[src/rtl/xor_crypt_pkg.sv]
// Shared types and defaults for the XOR-encryption sequencing controller.
// State encodings are visible on the debug port, so they are fixed here.
package xor_crypt_pkg;

    typedef enum logic [2:0] {
        ST_IDLE      = 3'd0,
        ST_LOAD_KEY  = 3'd1,
        ST_LOAD_MSG  = 3'd2,
        ST_ENCRYPT   = 3'd3,
        ST_SERIALIZE = 3'd4,
        ST_ERROR     = 3'd5
    } state_e;

    localparam int KEY_BITS_DEF    = 8;
    localparam int MSG_BITS_DEF    = 64;
    localparam int ENC_TIMEOUT_DEF = 16;

    function automatic logic is_frame_state(state_e s);
        return (s == ST_IDLE) || (s == ST_LOAD_KEY) || (s == ST_LOAD_MSG);
    endfunction

endpackage

[src/rtl/frame_bit_counter.sv]
// Clear/increment counter; oLast flags that the next increment hits iLimit.
// Clear and increment together load 1 (first bit of a new frame).
module frame_bit_counter #(
    parameter int W = 7
) (
    input  logic         iClk,
    input  logic         iRst,
    input  logic         iClr,
    input  logic         iInc,
    input  logic [W-1:0] iLimit,
    output logic         oLast
);

    logic [W-1:0] cnt_q;
    logic [W-1:0] cnt_d;

    always_comb begin
        cnt_d = cnt_q;
        if (iClr) begin
            cnt_d = iInc ? W'(1) : '0;
        end else if (iInc) begin
            cnt_d = cnt_q + W'(1);
        end
    end

    always_ff @(posedge iClk or negedge iRst) begin
        if (!iRst) begin
            cnt_q <= '0;
        end else begin
            cnt_q <= cnt_d;
        end
    end

    assign oLast = ((cnt_q + W'(1)) == iLimit);

endmodule

[src/rtl/xor_crypt_controller.sv]
// Sequencing FSM: key load, message load, encrypt and serialize handshakes.
// Host frames are counted bit by bit; protocol violations park in ERROR.
module xor_crypt_controller
    import xor_crypt_pkg::*;
#(
    parameter int KEY_BITS    = KEY_BITS_DEF,
    parameter int MSG_BITS    = MSG_BITS_DEF,
    parameter int ENC_TIMEOUT = ENC_TIMEOUT_DEF
) (
    input  logic       iClk,
    input  logic       iRst,
    input  logic       iEn,
    input  logic       iLoad_key,
    input  logic       iLoad_msg,
    input  logic       iEnc_done,
    input  logic       iSer_done,
    output logic       oKey_shift_en,
    output logic       oMsg_shift_en,
    output logic       oEnc_start,
    output logic       oSer_start,
    output logic       oBusy,
    output logic       oEncryption_status,
    output logic       oDone,
    output logic       oError,
    output logic [2:0] oState
);

    localparam int BW = $clog2(MSG_BITS) + 1;
    localparam int TW = $clog2(ENC_TIMEOUT) + 1;
    localparam logic [BW-1:0] KEY_LIM = BW'(KEY_BITS);
    localparam logic [BW-1:0] MSG_LIM = BW'(MSG_BITS);
    localparam logic [TW-1:0] TO_LIM  = TW'(ENC_TIMEOUT);

    state_e state_q;
    state_e state_d;
    logic   key_valid_q;
    logic   status_q;
    logic   enc_start_q;
    logic   ser_start_q;
    logic   done_q;

    logic          key_bit;
    logic          msg_bit;
    logic          bit_last;
    logic          to_last;
    logic          bit_clr;
    logic          bit_inc;
    logic          to_clr;
    logic          to_inc;
    logic [BW-1:0] bit_lim;

    assign key_bit = iEn && iLoad_key && !iLoad_msg &&
                     ((state_q == ST_IDLE) || (state_q == ST_LOAD_KEY));
    assign msg_bit = iEn && iLoad_msg && !iLoad_key &&
                     (((state_q == ST_IDLE) && key_valid_q) ||
                      (state_q == ST_LOAD_MSG));

    always_comb begin
        state_d = state_q;
        unique case (state_q)
            ST_IDLE: begin
                if (iLoad_key && iLoad_msg) begin
                    state_d = ST_ERROR;
                end else if (iLoad_key) begin
                    state_d = ST_LOAD_KEY;
                end else if (iLoad_msg) begin
                    state_d = key_valid_q ? ST_LOAD_MSG : ST_ERROR;
                end
            end
            ST_LOAD_KEY: begin
                if (!iLoad_key || iLoad_msg) begin
                    state_d = ST_ERROR;
                end else if (bit_last) begin
                    state_d = ST_IDLE;
                end
            end
            ST_LOAD_MSG: begin
                if (!iLoad_msg || iLoad_key) begin
                    state_d = ST_ERROR;
                end else if (bit_last) begin
                    state_d = ST_ENCRYPT;
                end
            end
            ST_ENCRYPT: begin
                // a done arriving on the timeout cycle still counts
                if (iEnc_done) begin
                    state_d = ST_SERIALIZE;
                end else if (to_last) begin
                    state_d = ST_ERROR;
                end
            end
            ST_SERIALIZE: begin
                if (iSer_done) begin
                    state_d = ST_IDLE;
                end
            end
            ST_ERROR: begin
                if (!iLoad_key && !iLoad_msg) begin
                    state_d = ST_IDLE;
                end
            end
            default: state_d = ST_IDLE;
        endcase
        if (!iEn) begin
            state_d = state_q;
        end
    end

    assign bit_lim = (state_q == ST_LOAD_KEY) ? KEY_LIM : MSG_LIM;
    assign bit_clr = iEn && (state_d != state_q) && is_frame_state(state_d);
    assign bit_inc = (key_bit || msg_bit) && (state_d != ST_IDLE);
    assign to_clr  = iEn && (state_q != ST_ENCRYPT);
    assign to_inc  = iEn && (state_q == ST_ENCRYPT);

    frame_bit_counter #(.W(BW)) u_bit_cnt (
        .iClk   (iClk),
        .iRst   (iRst),
        .iClr   (bit_clr),
        .iInc   (bit_inc),
        .iLimit (bit_lim),
        .oLast  (bit_last)
    );

    frame_bit_counter #(.W(TW)) u_to_cnt (
        .iClk   (iClk),
        .iRst   (iRst),
        .iClr   (to_clr),
        .iInc   (to_inc),
        .iLimit (TO_LIM),
        .oLast  (to_last)
    );

    always_ff @(posedge iClk or negedge iRst) begin
        if (!iRst) begin
            state_q     <= ST_IDLE;
            key_valid_q <= 1'b0;
            status_q    <= 1'b0;
            enc_start_q <= 1'b0;
            ser_start_q <= 1'b0;
            done_q      <= 1'b0;
        end else begin
            enc_start_q <= 1'b0;
            ser_start_q <= 1'b0;
            done_q      <= 1'b0;
            if (iEn) begin
                state_q <= state_d;
                if (state_q == ST_LOAD_KEY && state_d == ST_IDLE) begin
                    key_valid_q <= 1'b1;
                end
                if (state_q == ST_LOAD_KEY && state_d == ST_ERROR) begin
                    key_valid_q <= 1'b0;
                end
                if (state_q == ST_IDLE && state_d == ST_LOAD_MSG) begin
                    status_q <= 1'b0;
                end
                if (state_q == ST_LOAD_MSG && state_d == ST_ENCRYPT) begin
                    enc_start_q <= 1'b1;
                end
                if (state_q == ST_ENCRYPT && state_d == ST_SERIALIZE) begin
                    ser_start_q <= 1'b1;
                    status_q    <= 1'b1;
                end
                if (state_q == ST_SERIALIZE && state_d == ST_IDLE) begin
                    done_q <= 1'b1;
                end
                if (state_d == ST_ERROR) begin
                    status_q <= 1'b0;
                end
            end
        end
    end

    assign oKey_shift_en      = key_bit;
    assign oMsg_shift_en      = msg_bit;
    assign oEnc_start         = enc_start_q;
    assign oSer_start         = ser_start_q;
    assign oDone              = done_q;
    assign oError             = (state_q == ST_ERROR);
    assign oEncryption_status = status_q;
    assign oState             = state_q;
    assign oBusy              = (state_q == ST_LOAD_MSG) ||
                                (state_q == ST_ENCRYPT) ||
                                (state_q == ST_SERIALIZE);

endmodule
[config.mk]
export PLATFORM = sky130hd
export DESIGN_NAME = xor_crypt_controller
export DESIGN_NICKNAME = d
export VERILOG_FILES = /design/src/rtl/xor_crypt_pkg.sv /design/src/rtl/frame_bit_counter.sv /design/src/rtl/xor_crypt_controller.sv
export SDC_FILE = /design/constraint.sdc
export NUM_CORES = 1
export LEC_CHECK = 0
export CORE_MARGIN = 2
export CORE_UTILIZATION = 50
export CTS_CLUSTER_SIZE = 8
export DETAILED_ROUTE_END_ITERATION = 7
export HOLD_SLACK_MARGIN = 0.1
export PLACE_DENSITY = 0.73
export SLEW_MARGIN = 20
export SYNTH_ARGS = -nofsm -noshare
export SYNTH_HDL_FRONTEND = slang
export SYNTH_SLANG_ARGS = --single-unit
export TNS_END_PERCENT = 5
[constraint.sdc]
create_clock -name iClk -period 4.75 [get_ports iClk]
set_clock_uncertainty 0.2 [all_clocks]
set_input_delay 0.95 -clock iClk [delete_from_list [all_inputs] [get_ports iClk]]
set_output_delay 0.95 -clock iClk [all_outputs]
set_load 0.01 [all_outputs]
== After elaboration in Yosys (flattened, before gate mapping) ==
Index checks and enable logic that the tools add are counted.
Cells by class
  equal/unequal tests: 14
  reduce and logical (&&, ||, !) cells: 40
  $add $sub $neg: 2
  mux-type cells: 32
Operator list (count)
  $mux 3: 13
  $mux 7: 3
  $logic_and 1x1->1: 20
  $pmux 3 s6: 1
  $mux 1: 13
  $eq 3x2->1 const B: 4
  $eq 3x3->1 const B: 4
  $mux 5: 2
  $logic_or 1x1->1: 9
  $add 7x1->7 const B: 1
  $eq 7x7->1: 1
  $eq 3x1->1 const B: 2
  $logic_not 3->1: 2
  $reduce_bool 2->1: 3
  $reduce_bool 3->1: 2
  $add 5x1->5 const B: 1
  $eq 5x5->1 const B: 1
  $reduce_and 2->1: 2
  $ne 3x2->1 const B: 1
  $ne 3x3->1: 1
  $logic_not 1->1: 2
Storage, ports and cells
  register bits: 20
  bits of input ports: 7
  output and inout bits: 11
  word-level logic and storage cells: 96

== Logic depth before layout (Yosys ltp) ==
Gate-level depths: netlist (run 1).
  depth in word-level cells: 12
  gate-level depth with buffers: 10
  depth with buffers taken out: 9

== By module ==
From an unflattened synthesis (run 1), not the netlist that was laid out.
Second synthesis, totals
  cells, all modules: 162
  area total of the unflattened synthesis: 1481.4 um^2
Modules (own cells, without submodules)
  xor_crypt_controller: cells each 79, area each 678.2 um^2, instances 1, sequential area each 200.2 um^2
  frame_bit_counter (u_bit_cnt): cells each 53, area each 483.0 um^2, instances 1, sequential area each 175.2 um^2
  frame_bit_counter (u_to_cnt): cells each 30, area each 320.3 um^2, instances 1, sequential area each 125.1 um^2

== Least setup slack after synthesis (run 1) ==
OpenSTA, ideal clock, no wires.
  kind: in2reg
  start: input iLoad_key
  end: register u_bit_cnt.cnt_q[6]
  required time: 4.472 ns
  buffers on the path: 0
  arrival time: 2.475 ns
  library setup time: 0.078 ns
  setup slack: 1.997 ns
  stages on the path: 7
  cell sequence: nand2b_1 nor4_1 a21oi_1 a31o_2 a31oi_4 or3b_1 a21oi_1
On the way
  cells in the longest elaborated chain, start to end: 10
  elaborated cells on any way between the ends: 30
  classes of those cells: eq/ne: 3; mux: 8; reduce/logical: 19
RTL lines
  start, declared: line xor_crypt_controller.sv:13  | input logic iLoad_key,
  $logic_not 1->1: line xor_crypt_controller.sv:54, xor_crypt_controller.sv:71, xor_crypt_controller.sv:98
  $logic_and 1x1->1 / $logic_or 1x1->1 (equally long branches): line xor_crypt_controller.sv:98, xor_crypt_controller.sv:71
  $mux 3, on equally long branches: line xor_crypt_controller.sv:98, xor_crypt_controller.sv:71
  $pmux 3 s6: line xor_crypt_controller.sv:60  | unique case (state_q)
  $mux 3: line xor_crypt_controller.sv:104  | if (!iEn) begin
  $eq 3x1->1 / $logic_not 3->1 (equally long branches): line xor_crypt_pkg.sv:19  | return (s == ST_IDLE) || (s == ST_LOAD_KEY) || (s == ST_LOAD_MSG);
  $logic_or 1x1->1 (2 in a row): line xor_crypt_pkg.sv:19
  $logic_and 1x1->1: line xor_crypt_controller.sv:110  | assign bit_clr = iEn && (state_d != state_q) && is_frame_state(state_d);
  $mux 7 / $reduce_bool 2->1 (equally long branches)
  end signal, assigned: line frame_bit_counter.sv:30  | cnt_q <= cnt_d;
  end, declared: line frame_bit_counter.sv:14  | logic [W-1:0] cnt_q;
Parallel ways exist; a longest one is shown, timed or not.
A chain may end at the register's enable or synchronous reset.

== Worst setup path in the final report (run 1) ==
  start: input iLoad_key
  end: output oMsg_shift_en
On the way
  cells in the longest elaborated chain, start to end: 3
RTL lines
  $logic_not 1->1: line xor_crypt_controller.sv:54  | assign msg_bit = iEn && iLoad_msg && !iLoad_key &&
  $logic_and 1x1->1 (2 in a row): line xor_crypt_controller.sv:54
  end, declared: line xor_crypt_controller.sv:18  | output logic oMsg_shift_en,
No other way between the ends.

==> impl_metrics.yaml, run 1 <==
flow_run:
  drv_cap: 0
sta:
  finalCriticalPeriod_ns: 3.92
  setup_violations: 0
  tns_ns: 0
  hold_viol_final: 0
  tightest_slew_ns: 0.920
  max_clock_freq_mhz: 255
  post-route-period-util_pct: 82.5
  slew_viol_final: 0
  slew_headroom_pct: 38.4
  rsz0062_at_grt: "no"
grt:
  overflow: 0
  grt_max_degree: 25
  grt.total_usage_pct: 22.9
  grt_pass1_wl_mm: 5.99
  antenna_found_initial: 0
  grt_pass1_vias: 1305
yosys:
  yosysUniqueCellTypes: 48
  synth_fp_nets: 182
  synth-seq-cells: 20
  syn_area_sq_um: 1460
  yosysWarnings: 0
  synth-seq-area-share_pct: 34.4
  syn-instance-count: 173
  synth_edf_count: 0
  synth-main-ff-cell: "dfrtp_1"
  async_flop_share_pct: 100
  postSynthAreaPerCell_sq_um: 8.42
routing:
  route.detailed.drc: 0
  wl_mm: 3.35
  drtIter0Drc: 72
  vias: 1363
  dr.pass1.iters: 4
  wl_per_cell_um: 15.3
  via_per_inst: 6.22
  ant_nets: 0
layout:
  area_growth_syn_to_layout_pct: 14.6
  diodes: 0
  final_util_pct: 60.5
  drive_above_1_share_pct: 10.1
  nNetsFinal: 198
  layout_common_cells: "20 x dfrtp_1, 18 x nand2_1, 17 x o21ai_0, 17 x clkdlybuf4s50_1, 14 x a21oi_1"
  layout_commonest_cell: "dfrtp_1"
  fin_cells: 219
clocking:
  cts_hold_buf: 0
  cts.htree.levels: 1
  cts_tree: "built"
  path_clk_slew_ns: 0.12
  clkSinkCount: 20
  clock_tree.buffer_depth: 2
  post_cts_resized: 0
  clk_latency_ns: 0.30
  post_cts_buffers: 0
  cts_root_buf: "clkbuf_4"
  cts_buffers: 3
worst_setup_path:
  critPathLaunchType: "input pin"
  cp_data_arrival_time_ns: 2.77
  required_ns: 3.60
  critPathCaptureType: "output pin"
  crit_fanout: 7
  r2r-start: "u_bit_cnt.cnt_q[0]$_DFFE_PN0P_"
  critical_path_class: "input pin to output pin"
  startpoint: "iLoad_key"
die:
  core_area_sq_um: 2760
  start_util_pct: 52.8
  fp.dieW_um: 58.0
  num_rows: 19
  dieArea_sq_um: 3360
  die_h_um: 58.0
  io_pins: 18
placed_design:
  port_buffers: 17
  dpl.hpwl_mm: 2.47
  placed_cells: 215
  gp_congestion: 0.923
min_path:
  min_from: "u_to_cnt.cnt_q[0]$_DFFE_PN0P_"
  hp-class: "flip-flop to flip-flop"
pwr:
  p_per_area_nw_per_um2: 428
  peakVddDrop_uv: 330
  leakagePower_nw: 0.646
status:
  status: "finished clean"
==> routing by layer <==
| metal | global-route usage [%] | up-vias | share of wire [%] |
|---|---|---|---|
| met2 | 35.1 | 58 | 47 |
| met3 | 3.13 | 4 | 7.0 |
| met5 | 0 | - | 0 |
| met1 | 33.3 | 629 | 45 |
| li1 | - | 672 | - |
| met4 | 7.97 | 0 | 0.96 |
==> synth_stat cells, drive strengths merged, types with 3 or more instances <==
library cell / number / area [sq um]
o22ai: 4 / 25.0
nor3b: 3 / 22.5
buf: 5 / 48.8
and2: 6 / 41.3
nor2b: 3 / 18.8
and4: 3 / 28.8
inv: 7 / 26.3
nor2: 9 / 33.8
nand2b: 7 / 43.8
nand3: 7 / 35.0
dfrtp: 20 / 500
a21oi: 14 / 70.1
nand2: 18 / 67.6
o21ai: 17 / 85.1
a31oi: 5 / 46.3
nor3: 4 / 20.0
==> state kept, by name, summed over array words and instances (netlist names) <==
signal	cells
oSer_start	1
u_to_cnt.cnt_q	5
key_valid_q	1
oDone	1
u_bit_cnt.cnt_q	7
oState	3
oEnc_start	1
oEncryption_status	1
==> worst paths after layout <==
check / to / slack (ns) / cells past startpoint
setup / recovery: oMsg_shift_en / 0.83 / 5
hold / removal: u_to_cnt.cnt_q[0]$_DFFE_PN0P_ / 0.39 / 1
setup reg to reg: u_bit_cnt.cnt_q[1]$_DFFE_PN0P_ / 1.65 / 9
hold reg to reg: u_to_cnt.cnt_q[0]$_DFFE_PN0P_ / 0.39 / 1
max in group asynchronous: oState[2]$_DFFE_PN0P_ / 2.85 / 1
min in group asynchronous: u_to_cnt.cnt_q[2]$_DFFE_PN0P_ / 0.95 / 1
==> cell type report <==
cell class,count,area [sq um]
Clock inverter,1,30.0
Multi-Input combinational cell,139,873
Timing Repair Buffer,18,178
Fill cell,249,1090
Clock buffer,3,22.5
Sequential cell,20,500
Tap cell,31,38.8
Inverter,7,26.3
==> logic make-up (layout without fill, tap and decap cells) <==
family	count (synthesis)	in the layout	synth area share [%]
compound gates	57	57	26.2
xor+xnor	2	2	1.20
fa+ha+maj	2	2	1.72
buf+inv	14	29	5.67
flops	20	20	34.4
mux	2	2	1.37
simple gates	76	76	29.5
==> where the power goes <==
group | switching, mW | internal (mW) | total (mW)
registers | 0.0630 | 0.193 | 0.256
logic | 0.176 | 0.142 | 0.318
clock network | 0.0553 | 0.0853 | 0.141
total | 0.294 | 0.421 | 0.715
==> worst max-delay path, stage by stage <==
cell and delay (ns):
clkdlybuf4s50_1 0.51, nand2b_1 0.21, nor4_1 0.35, and2_2 0.22, clkdlybuf4s50_1 0.53
==> per-stage QoR <==
step	setup slack, ns	cell area (sq um)	power (mW)	hold WS (ns)
floorplan	2.00	1460	0.481	0.300
global placement	0.958	1620	0.565	0.332
detailed placement	0.856	1620	0.571	0.368
CTS	0.843	1670	0.713	0.388
global route	0.757	1670	0.768	0.429
finish	0.830	1670	0.715	0.390
No activity file was read; power rests on OpenSTA's default activity.
==> inputs of run 2 (changes only) <==
Settings changed: PLACE_DENSITY 0.73 to 0.76.
Clock period 4.75 ns to 3.6 ns, I/O delays scaled along.
==> impl_metrics.yaml, run 2 (synthesis results as in run 1) <==
clocking:
  cts_root_buf: "clkbuf_4"
  cts_hold_buf: 0
  cts.htree.levels: 1
  cts_tree: "built"
  clock_tree.buffer_depth: 2
  cts_buffers: 3
  path_clk_slew_ns: 0.11
  clkSinkCount: 20
  clk_latency_ns: 0.30
  post_cts_resized: 0
  post_cts_buffers: 0
layout:
  nFillCells: 260
  area_growth_syn_to_layout_pct: 13.6
  diodes: 0
  multi_input_area_sq_um: 873
  drive_above_1_share_pct: 10.6
  final_area_sq_um: 1650
  layout_common_cells: "20 x dfrtp_1, 18 x nand2_1, 17 x o21ai_0, 17 x clkdlybuf4s50_1, 14 x a21oi_1"
  top_register: "u_bit_cnt.cnt_q"
  largest_reg_flops: 7
  nNetsFinal: 200
  layout.area.seq_sq_um: 500
  layout_commonest_cell: "dfrtp_1"
worst_setup_path:
  critical_path_class: "input pin to output pin"
  crit_fanout: 7
  critPathLaunchType: "input pin"
  cp_data_arrival_time_ns: 2.57
  required_ns: 2.68
  reg2reg_to: "u_bit_cnt.cnt_q[6]$_DFFE_PN0P_"
  startpoint: "iLoad_msg"
  r2r-start: "u_bit_cnt.cnt_q[0]$_DFFE_PN0P_"
  reg2reg_slack_ns: 0.48
  critPathCaptureType: "output pin"
  crit_end: "oMsg_shift_en"
  reg2reg_depth: 9
sta:
  rsz0062_at_grt: "no"
  whs_ns: 0.373
  tns_ns: 0
  finalCriticalPeriod_ns: 3.49
  slew_headroom_pct: 39.6
  setup_violations: 0
  max_clock_freq_mhz: 287
  slew_viol_final: 0
  hold_viol_final: 0
  tightest_slew_ns: 0.903
  fin_ws_ns: 0.112
  post-route-period-util_pct: 96.9
die:
  start_util_pct: 52.8
  die_h_um: 58.0
  core_area_sq_um: 2760
  num_rows: 19
  dieArea_sq_um: 3360
  fp.dieW_um: 58.0
  io_pins: 18
grt:
  grt.total_usage_pct: 23.6
  antenna_found_initial: 0
  grt_pass1_vias: 1389
  grt_max_degree: 24
  overflow: 0
  grt_pass1_wl_mm: 6.18
routing:
  via_per_inst: 6.44
  wl_per_cell_um: 15.8
  ant_nets: 0
  vias: 1416
  dr.pass1.iters: 4
  route.detailed.drc: 0
  drtIter0Drc: 88
  wl_mm: 3.48
pwr:
  p_per_area_nw_per_um2: 528
  power_frac_clock_pct: 12.3
  power_switching_mw: 0.385
  p_total_mw: 0.873
  sw_frac_of_total_pct: 44.1
  peakVddDrop_uv: 358
  seqPwrFrac_pct: 38.4
  p_int_mw: 0.488
  comb_power_share_pct: 49.3
  leakagePower_nw: 0.642
placed_design:
  gp_congestion: 0.893
  port_buffers: 17
  dpl.hpwl_mm: 2.56
  pre_cts_ws_ns: 0.172
  dpl_cell_area_sq_um: 1630
min_path:
  hp-class: "flip-flop to flip-flop"
  worstHoldPathCells: 1
flow_run:
  drv_cap: 0
status:
  status: "finished clean"
## run 2: worst min-delay path by stage
stage	endpoint	slack (ns)	start
2_1_floorplan	key_valid_q$_DFFE_PN0P_	0.22	iRst
3_5_place_dp	u_to_cnt.cnt_q[2]$_DFFE_PN0P_	0.36	u_to_cnt.cnt_q[2]$_DFFE_PN0P_
4_1_cts	u_to_cnt.cnt_q[2]$_DFFE_PN0P_	0.37	u_to_cnt.cnt_q[2]$_DFFE_PN0P_
5_1_grt	u_to_cnt.cnt_q[2]$_DFFE_PN0P_	0.42	u_to_cnt.cnt_q[2]$_DFFE_PN0P_
6_report	u_to_cnt.cnt_q[2]$_DFFE_PN0P_	0.37	u_to_cnt.cnt_q[2]$_DFFE_PN0P_
3_3_place_gp	u_to_cnt.cnt_q[2]$_DFFE_PN0P_	0.33	u_to_cnt.cnt_q[2]$_DFFE_PN0P_
## run 2: power by group through the flow
stage	clock, mW	combinational (mW)	sequential (mW)
after CTS	0.109	0.428	0.333
final	0.107	0.431	0.335
after floorplan	0	0.331	0.303
after global placement	0	0.413	0.334
after global routing	0.116	0.478	0.345
after detailed placement	0	0.425	0.338
## run 2: metal layers
layer  wire length (um)  track usage, %  up-vias  share of wire (%)
met5                  0               0        -                  0
met4                 50            11.6        0                1.4
met3                264            3.13        6                7.6
met2               1670            37.3       55                 48
met1               1490            31.8      680                 43
li1                   -               -      675                  -
## run 2: worst max-delay path: stages
cell,delay (ns)
clkdlybuf4s50_1,0.61
nand2b_1,0.12
nor4_1,0.37
and2_2,0.22
clkdlybuf4s50_1,0.53
## run 2: layout make-up
class	count	area share, %
multi-input cells	139	52.8
flip-flops and latches	20	30.3
repair buffers	20	11.6
well taps	31	2.34
inverters	7	1.59
clock buffers	3	1.36
## run 2: through the flow
| stage | std cells | utilization [%] |
|---|---|---|
| 6_report | 220 | 60.0 |
| 3_3_place_gp | 217 | 59.2 |
| 3_5_place_dp | 217 | 59.2 |
| 2_1_floorplan | 173 | - |
| 4_1_cts | 220 | 60.0 |
| 5_1_grt | 220 | 60.0 |
